**config.mk**
```make
export PLATFORM = sky130hd
export DESIGN_NAME = branch_cond_unit
export DESIGN_NICKNAME = d
export VERILOG_FILES = /design/src/rtl/branch_cond_unit.sv
export SDC_FILE = /design/constraint.sdc
export NUM_CORES = 1
export LEC_CHECK = 0
export CORE_MARGIN = 4
export CORE_UTILIZATION = 30
export DETAILED_ROUTE_END_ITERATION = 10
export PLACE_DENSITY_LB_ADDON = 0.05
export SLEW_MARGIN = 20
export SYNTH_ARGS = -nofsm -noshare
export SYNTH_HDL_FRONTEND = slang
export SYNTH_SLANG_ARGS = --single-unit
```
**constraint.sdc**
```tcl
create_clock -name clk -period 3 [get_ports clk]
set_input_delay 0.75 -clock clk [delete_from_list [all_inputs] [get_ports clk]]
set_output_delay 0.75 -clock clk [all_outputs]
set_load 0.1 [all_outputs]
```
**src/rtl/branch_cond_unit.sv**
```systemverilog
// Branch condition unit: holds architectural NZCV and resolves B / B.cond / CBZ / CBNZ in EX.
// Define BRANCH_COND_BYPASS_EN to let a B.cond use the ALU flags produced in the same cycle.
module branch_cond_unit #(
    parameter int         COND_W    = 4,
    parameter logic [3:0] FLAGS_RST = 4'b0000
) (
    input  logic              clk,
    input  logic              reset_n,
    input  logic              flush,
    input  logic              set_flags,
    input  logic              alu_n,
    input  logic              alu_z,
    input  logic              alu_c,
    input  logic              alu_v,
    input  logic              br_valid,
    input  logic [1:0]        br_type,
    input  logic [COND_W-1:0] br_cond,
    input  logic              opnd_zero,
    output logic              br_ready,
    output logic              take_valid,
    output logic              take_branch,
    output logic [3:0]        flags_q
);

    typedef enum logic {IDLE, WAIT} state_t;

    localparam logic [1:0] BR_B    = 2'b00;
    localparam logic [1:0] BR_COND = 2'b01;
    localparam logic [1:0] BR_CBZ  = 2'b10;

    state_t     state, state_nxt;
    logic       hazard;
    logic       accept;
    logic [3:0] eval_flags;
    logic       taken;
    logic       vld_p1;
    logic       take_p1;

    function automatic logic cond_pass(input logic [COND_W-1:0] cond, input logic [3:0] f);
        logic n, z, c, v;
        {n, z, c, v} = f;
        case (cond)
            4'b0000: cond_pass = z;
            4'b0001: cond_pass = !z;
            4'b0010: cond_pass = c;
            4'b0011: cond_pass = !c;
            4'b0100: cond_pass = n;
            4'b0101: cond_pass = !n;
            4'b0110: cond_pass = v;
            4'b0111: cond_pass = !v;
            4'b1000: cond_pass = c & !z;
            4'b1001: cond_pass = !(c & !z);
            4'b1010: cond_pass = (n == v);
            4'b1011: cond_pass = (n != v);
            4'b1100: cond_pass = !z & (n == v);
            4'b1101: cond_pass = !(!z & (n == v));
            default: cond_pass = 1'b1;
        endcase
    endfunction

    function automatic logic branch_taken(input logic [1:0] typ, input logic [COND_W-1:0] cond,
                                          input logic oz, input logic [3:0] f);
        case (typ)
            BR_B:    branch_taken = 1'b1;
            BR_COND: branch_taken = cond_pass(cond, f);
            BR_CBZ:  branch_taken = oz;
            default: branch_taken = !oz;
        endcase
    endfunction

`ifdef BRANCH_COND_BYPASS_EN
    assign hazard     = 1'b0;
    assign eval_flags = set_flags ? {alu_n, alu_z, alu_c, alu_v} : flags_q;
`else
    // A B.cond behind a flag-setting op must see the flags once they are architectural.
    assign hazard     = br_valid & (br_type == BR_COND) & set_flags;
    assign eval_flags = flags_q;
`endif

    assign taken    = branch_taken(br_type, br_cond, opnd_zero, eval_flags);
    assign br_ready = (state == WAIT) | !hazard;
    assign accept   = br_valid & br_ready;

    always_comb begin
        state_nxt = state;
        case (state)
            IDLE:    if (hazard) state_nxt = WAIT;
            WAIT:    if (accept) state_nxt = IDLE;
            default: state_nxt = IDLE;
        endcase
        if (flush) state_nxt = IDLE;
    end

    always_ff @(posedge clk) begin
        if (!reset_n) begin
            state   <= IDLE;
            flags_q <= FLAGS_RST;
        end else begin
            state <= state_nxt;
            if (set_flags) flags_q <= {alu_n, alu_z, alu_c, alu_v};
        end
    end

    // Decision stage: registered take/not-take, held between valid pulses
    always_ff @(posedge clk) begin
        if (!reset_n) begin
            vld_p1  <= 1'b0;
            take_p1 <= 1'b0;
        end else begin
            vld_p1 <= accept & !flush;
            if (accept & !flush) take_p1 <= taken;
        end
    end

    assign take_valid  = vld_p1;
    assign take_branch = take_p1;

endmodule
```
Word level (Yosys, flattened, before mapping)
Cells that the tools add are included.
{"block": "word_totals", "register_bits": 7, "latchBits": 0, "ramBits": 0, "mem_bits_ro": 0, "in_bits": 16, "out_inout_bits": 7, "mem_count": 0}
{"block": "op_classes", "n_addsub": 0, "mul": 0, "div": 0, "magnitude_cmp": 0, "eq_ne": 17, "n_shift": 0, "muxes": 5, "bitwise": 9, "reduce_logical": 12}
{"operator": "equality test 4 bit (second input constant)", "count": 6}
{"operator": "equality test 4 x 3 -> 1 bit (second input constant)", "count": 4}
{"operator": "case mux 1 bit (14 select lines)", "count": 1}
{"operator": "zero test 1 bit", "count": 9}
{"operator": "equality test 4 x 2 -> 1 bit (second input constant)", "count": 2}
{"operator": "bitwise AND 1 bit", "count": 6}
{"operator": "equality test 4 x 1 -> 1 bit (second input constant)", "count": 1}
{"operator": "zero test 4 bit", "count": 1}
{"operator": "case mux 1 bit (3 select lines)", "count": 1}
{"operator": "equality test 2 x 1 -> 1 bit (second input constant)", "count": 1}
{"operator": "equality test 2 bit (second input constant)", "count": 1}
{"operator": "zero test 2 bit", "count": 1}
{"operator": "2-to-1 mux 1 bit", "count": 2}
{"operator": "NOT 1 bit", "count": 2}
{"operator": "case mux 1 bit (2 select lines)", "count": 1}
{"operator": "OR reduction 2 bit", "count": 1}
{"operator": "equality test 1 bit", "count": 1}
{"operator": "!= test 1 bit", "count": 1}
{"operator": "bitwise OR 1 bit", "count": 1}

Depth between registers and ports, before layout
Gate-level depths: netlist (run 1).
{"block": "depth", "ltp_word": 8, "depth_mapped": 5}

Worst setup path before layout (run 1)
OpenSTA, ideal clock, no wires.
{"block": "synth_timing", "kind": "in2out", "start": "input port set_flags", "end": "output port br_ready", "t_arrival_ns": 1.770, "slack_ns": 0.480, "cell_stages": 3, "path_cell_list": "buf_4 -> and4bb_2 -> nand2_1"}
{"block": "synth_between", "elab_chain_len": 3}
{"element": "from (decl)", "line_no": "10", "source": "input logic set_flags,"}
{"element": "bitwise AND 1 bit", "line_no": "76", "source": "assign hazard = br_valid & (br_type == BR_COND) & set_flags;"}
{"element": "zero test 1 bit", "line_no": "81", "source": "assign br_ready = (state == WAIT) | !hazard;"}
{"element": "bitwise OR 1 bit", "line_no": "81"}
{"element": "to (decl)", "line_no": "19", "source": "output logic br_ready,"}
No other way between the ends.

Worst setup path in the final report (run 1)
{"block": "layout_timing", "start": "input port br_type[0]", "end": "output port br_ready"}
{"block": "layout_between", "elab_chain_len": 5}
{"element": "from (decl)", "line_no": "16", "source": "input logic [1:0] br_type,"}
{"element": "equality test 2 x 1 -> 1 bit", "line_no": "76"}
{"element": "bitwise AND 1 bit (2 in series)", "line_no": "76"}
{"element": "zero test 1 bit", "line_no": "81"}
{"element": "bitwise OR 1 bit", "line_no": "81"}
No other way between the ends.

==> impl_metrics.csv, run 1 <==
group,metric,value,unit
outcome,status,"finished clean",
setup_path,ff2ff_path_depth,4,
clock_network,cts_buffers,3,
routing,firstDrtPassIters,3,
power_and_ir_drop,power_density,411,nW/um2
setup_path,regToRegStartpoint,"state$_SDFF_PP0_",
yosys,synth_area_per_cell,9.64,um2
sta,finalWorstSetupSlack,0.417,ns
sta,timing.hold.ws,0.531,ns
yosys,synth_adder_area_share,0,
sta,finalSetupViolCount,0,
yosys,synth_fp_nets,63,
setup_path,cp-end-kind,"output pin",
placement,dp_slack,0.407,ns
clock_network,clk_latency,0.25,ns
routing,avgViaCountPerCell,4.84,
yosys,synth_xor_xnor_area_share,0.116,
yosys,ys_seq_elements,7,
die,ios,23,
hold_path,hold_path.startpoint,"state$_SDFF_PP0_",
clock_network,htree_levels,1,
sta,period_share,0.861,
die,fp-row-count,13,
die,initial_utilization,0.332,
run,drv_cap,0,
final_layout,num-nets-final,89,
yosys,syn_inst,47,
sta,timing.fmax,387,MHz
clock_network,cts_tree,"done",
placement,port_buffers,22,
final_layout,final_cell_mix,"clkdlybuf4s50_1, mux2i_1, dfxtp_1, buf_4",
sta,slew_headroom,0.744,
global_routing,grt_max_degree,8,
clock_network,cts-root-buf,"clkbuf_4",
power_and_ir_drop,leakagePower,0.287,nW
hold_path,holdPathStages,2,
sta,rsz0062_at_grt,"false",
setup_path,rrSetupSlack,1.65,ns
final_layout,fillers,148,
global_routing,grt_overflow,0,
hold_path,hold_path_class,"reg2reg",
setup_path,critPathKind,"in2out",
global_routing,globalRouteTotalUtil,0.107,
sta,final_max_slew_viol_count,0,
final_layout,drive_gt1_frac,0.208,
clock_network,cts.sinks,7,
yosys,synth_top_family_by_area,"simple AND/OR/NAND/NOR gates",
routing,detail-route-antenna-nets,0,
setup_path,worstPathRequired,2.25,ns
yosys,synth-compound-area-share,0.124,
setup_path,r2r-end,"take_branch$_SDFFE_PN0P_",
global_routing,antenna_found_initial,0,
global_routing,grt_pass1_wl,1730,um
placement,place_area,682,um2
routing,wirelength,1080,um
routing,vias,421,
yosys,ys_seq_area_frac,0.309,
clock_network,cts_setup_buffers,0,
die,die_y,46.9,um
routing,drtIter0Drc,1,
final_layout,finish.utilization,0.519,
power_and_ir_drop,ir_drop,0.233,mV
setup_path,start_kind,"input pin",
hold_path,min_to,"state$_SDFF_PP0_",
global_routing,first_global_vias,423,
yosys,synthMuxAreaShare,0.155,
clock_network,hold_buffers,0,
clock_network,clk_path_buf_depth,2,
setup_path,critPathArrivalTime,1.83,ns
clock_network,path_clk_slew,0.05,ns
sta,fin_tns_setup,0,ns
placement,place.gp.congestion,0.801,
placement,dp_hpwl,863,um
yosys,syn_area,453,um2
final_layout,area_delta_synth_final,56.6,%
die,core,1370,um2
routing,drc,0,
yosys,yosys_warnings,0,
sta,skew,0.00415,ns
yosys,yosysUniqueCellTypes,23,
final_layout,final_common_cell,"clkdlybuf4s50_1",
setup_path,critPathMaxFanout,3,
die,die_area,2200,um2
die,fp.dieW,46.9,um
sta,min_period,2.58,ns
routing,wl_per_cell,12.4,um
final_layout,diodes,0,
final_layout,finish.instance_area,709,um2
yosys,synth_simple_gate_area_frac,0.268,
sta,worstMarginPinSlew,0.383,ns
clock_network,ctsResizeCount,0,
sta,hold_viol_final,0,
==> flip-flops by register name (all words and copies together) (netlist names) <==
signal       flops
take_valid       1
flags_q          4
take_branch      1
state            1
==> per-stage QoR <==
stage / power (mW) / std cells
detailed placement: 0.209 / 83
CTS: 0.298 / 87
global placement: 0.209 / 83
floorplan: 0.171 / 47
finish: 0.291 / 87
global route: 0.308 / 87
==> worst max-delay path: stages <==
cell and delay (ns):
clkdlybuf4s50_1 0.53, and4bb_2 0.27, nand2_1 0.10, buf_12 0.18
==> per-layer routing <==
metal | wire [um] | up-vias | track usage | share of wire
met5 | 0 | - | 0 | 0
met4 | 0 | 0 | 0.0497 | 0
met3 | 58 | 0 | 0.0115 | 0.054
met2 | 566 | 8 | 0.173 | 0.53
met1 | 450 | 195 | 0.143 | 0.42
li1 | - | 218 | - | -
==> cell usage after synthesis, drive strengths merged <==
cell type / instances / share of area
xnor2: 5 / 0.097
nand2: 2 / 0.017
xor2: 1 / 0.019
nor2b: 5 / 0.069
o211ai: 1 / 0.017
o211a: 1 / 0.022
or3: 1 / 0.014
dfxtp: 7 / 0.31
a41oi: 1 / 0.036
nor3b: 3 / 0.050
mux2i: 7 / 0.15
nand2b: 1 / 0.014
nand3: 1 / 0.011
a21o: 1 / 0.019
nand4b: 1 / 0.019
o21ai: 1 / 0.011
and4bb: 1 / 0.028
buf: 2 / 0.028
nand3b: 1 / 0.017
and2: 1 / 0.014
o2111ai: 1 / 0.019
nor2: 2 / 0.017
==> cell families after synthesis <==
kind of cell,after synthesis
compound gates,6
simple gates,19
mux,7
buf+inv,2
flops,7
xor+xnor,6
==> cell type report <==
type | count | area [um2] | share of cell area
clock inverters | 1 | 5.00 | 0.00705
multi-input cells | 38 | 300 | 0.423
well taps | 15 | 18.8 | 0.0265
flip-flops and latches | 7 | 140 | 0.198
clock buffers | 3 | 22.5 | 0.0317
repair buffers | 23 | 223 | 0.314
==> worst max path at each step <==
| stage | start | endpoint | slack (ns) | depth (start not counted) |
|---|---|---|---|---|
| 2_1_floorplan | set_flags | br_ready | 0.48 | 3 |
| 3_3_place_gp | br_type[0] | br_ready | 0.43 | 4 |
| 3_5_place_dp | br_type[0] | br_ready | 0.41 | 4 |
| 4_1_cts | br_type[0] | br_ready | 0.41 | 4 |
| 5_1_grt | br_type[0] | br_ready | 0.37 | 4 |
| 6_report | br_type[0] | br_ready | 0.42 | 4 |
==> power by group <==
| part | internal (mW) | switching [mW] |
|---|---|---|
| sequential | 0.0980 | 0.00477 |
| combinational | 0.0431 | 0.0598 |
| clock | 0.0488 | 0.0369 |
| total | 0.190 | 0.101 |
No activity file was read; power rests on OpenSTA's default activity.
==> inputs of run 2 (changes only) <==
- CAP_MARGIN: unset -> 40
- CORE_MARGIN: 4 -> 3
==> impl_metrics.csv, run 2 (synthesized netlist as in run 1, its figures left out) <==
group,metric,value,unit
outcome,status,"finished clean",
setup_path,critPathTopFamily,"buffers and inverters",
setup_path,cp.depth,4,
setup_path,cp-end-kind,"output pin",
clock_network,hold_buffers,0,
sta,period_share,0.859,
final_layout,drive_gt1_frac,0.194,
global_routing,first_global_vias,381,
global_routing,antenna_found_initial,0,
clock_network,cts_buffers,3,
routing,wl_per_cell,12.1,um
final_layout,fin_cells,87,
placement,dp_cells,83,
run,drv_cap,0,
setup_path,crit_chain,"clkdlybuf4s50_1 > and4bb_2 > nand2_1 > buf_12",
sta,min_period,2.58,ns
routing,firstDrtPassIters,1,
global_routing,globalRouteTotalUtil,0.112,
die,initial_utilization,0.335,
setup_path,critPathArrivalTime,1.83,ns
final_layout,num-nets-final,89,
setup_path,worstPathRequired,2.25,ns
die,fp.dieW,44.9,um
sta,fin_tns_setup,0,ns
setup_path,critical_path_buf_inv_count,2,
die,die_area,2010,um2
final_layout,largest-register,"flags_q",
clock_network,clk_path_buf_depth,2,
placement,place.gp.congestion,0.698,
sta,timing.hold.ws,0.528,ns
power_and_ir_drop,leakagePower,0.284,nW
routing,met3WireLength,125,um
routing,top_layer_used,"met3",
power_and_ir_drop,ir_drop,0.227,mV
routing,avgViaCountPerCell,4.93,
setup_path,critPathMaxFanout,3,
sta,skew,0.00239,ns
power_and_ir_drop,power_density,413,nW/um2
clock_network,cts.sinks,7,
routing,drc,0,
final_layout,final_common_cell,"clkdlybuf4s50_1",
placement,place_area,682,um2
clock_network,path_clk_slew,0.05,ns
hold_path,hold_path_class,"reg2reg",
final_layout,largest_register_ffs,4,
sta,worstMarginPinSlew,0.426,ns
clock_network,htree_levels,1,
die,die_y,44.9,um
clock_network,cts_tree,"done",
routing,wirelength,1060,um
clock_network,ctsResizeCount,0,
setup_path,critPathKind,"in2out",
die,core,1350,um2
sta,final_max_slew_viol_count,0,
setup_path,ff2ff_path_depth,4,
routing,detail-route-antenna-nets,0,
clock_network,cts-root-buf,"clkbuf_4",
setup_path,cpMaxStageDelayCell,"clkdlybuf4s50_1",
final_layout,area_delta_synth_final,56.4,%
sta,slew_headroom,0.715,
global_routing,grt_overflow,0,
routing,dr_wl_met2,459,um
clock_network,clk_latency,0.25,ns
sta,timing.fmax,388,MHz
final_layout,finish.instance_area,708,um2
sta,hold_viol_final,0,
placement,port_buffers,22,
routing,met1_length,470,um
final_layout,diodes,0,
clock_network,cts_setup_buffers,0,
setup_path,cpPeakStageDelay,0.53,ns
routing,vias,429,
global_routing,grt_pass1_wl,1640,um
die,ios,23,
sta,finalSetupViolCount,0,
setup_path,start_kind,"input pin",
routing,drtIter0Drc,0,
hold_path,holdPathStages,2,
sta,rsz0062_at_grt,"false",
die,fp-row-count,13,
final_layout,final_cell_mix,"clkdlybuf4s50_1, mux2i_1, dfxtp_1, buf_4",
global_routing,grt_max_degree,8,
## run 2: cell types whose count changed in the layout (fill, tap and decap cells not counted), sizes merged
cell and delta:
clkbuf +1, clkinv -1
## run 2: tightest hold or removal path, cell delays in order, from the launching register on
cell	delay [ns]
dfxtp_1	0.31
mux2i_1	0.12
nor3b_1	0.06
## run 2: path summary, 6_finish.rpt
path / from / to / slack [ns]
setup reg to reg: state$_SDFF_PP0_ / take_branch$_SDFFE_PN0P_ / 1.60
hold reg to reg: state$_SDFF_PP0_ / state$_SDFF_PP0_ / 0.53
setup / recovery: br_type[0] / br_ready / 0.42
hold / removal: state$_SDFF_PP0_ / state$_SDFF_PP0_ / 0.53
## run 2: cell type report
type | count | area (um2)
Fill cell | 143 | 642
Multi-Input combinational cell | 38 | 300
Timing Repair Buffer | 23 | 223
Sequential cell | 7 | 140
Clock buffer | 4 | 26.3
Tap cell | 15 | 18.8
## run 2: power breakdown
group	switching, mW	leakage (nW)	internal (mW)
logic	0.0603	0.212	0.0431
registers	0.00456	0.0576	0.0980
clock network	0.0359	0.0150	0.0508
total	0.101	0.284	0.192
## run 2: through the flow
| stage | total power [mW] | util | worst slack [ns] |
|---|---|---|---|
| after floorplan | 0.171 | - | 0.480 |
| after global placement | 0.209 | 0.505 | 0.437 |
| after detailed placement | 0.208 | 0.505 | 0.427 |
| after CTS | 0.296 | 0.525 | 0.419 |
| after global routing | 0.309 | 0.525 | 0.384 |
| final | 0.293 | 0.525 | 0.423 |
## run 2: metal layers
metal  vias to the layer above  track usage
li1                        218            -
met1                       193        0.133
met2                        18        0.175
met3                         0       0.0797
met4                         0            0
met5                         -            0
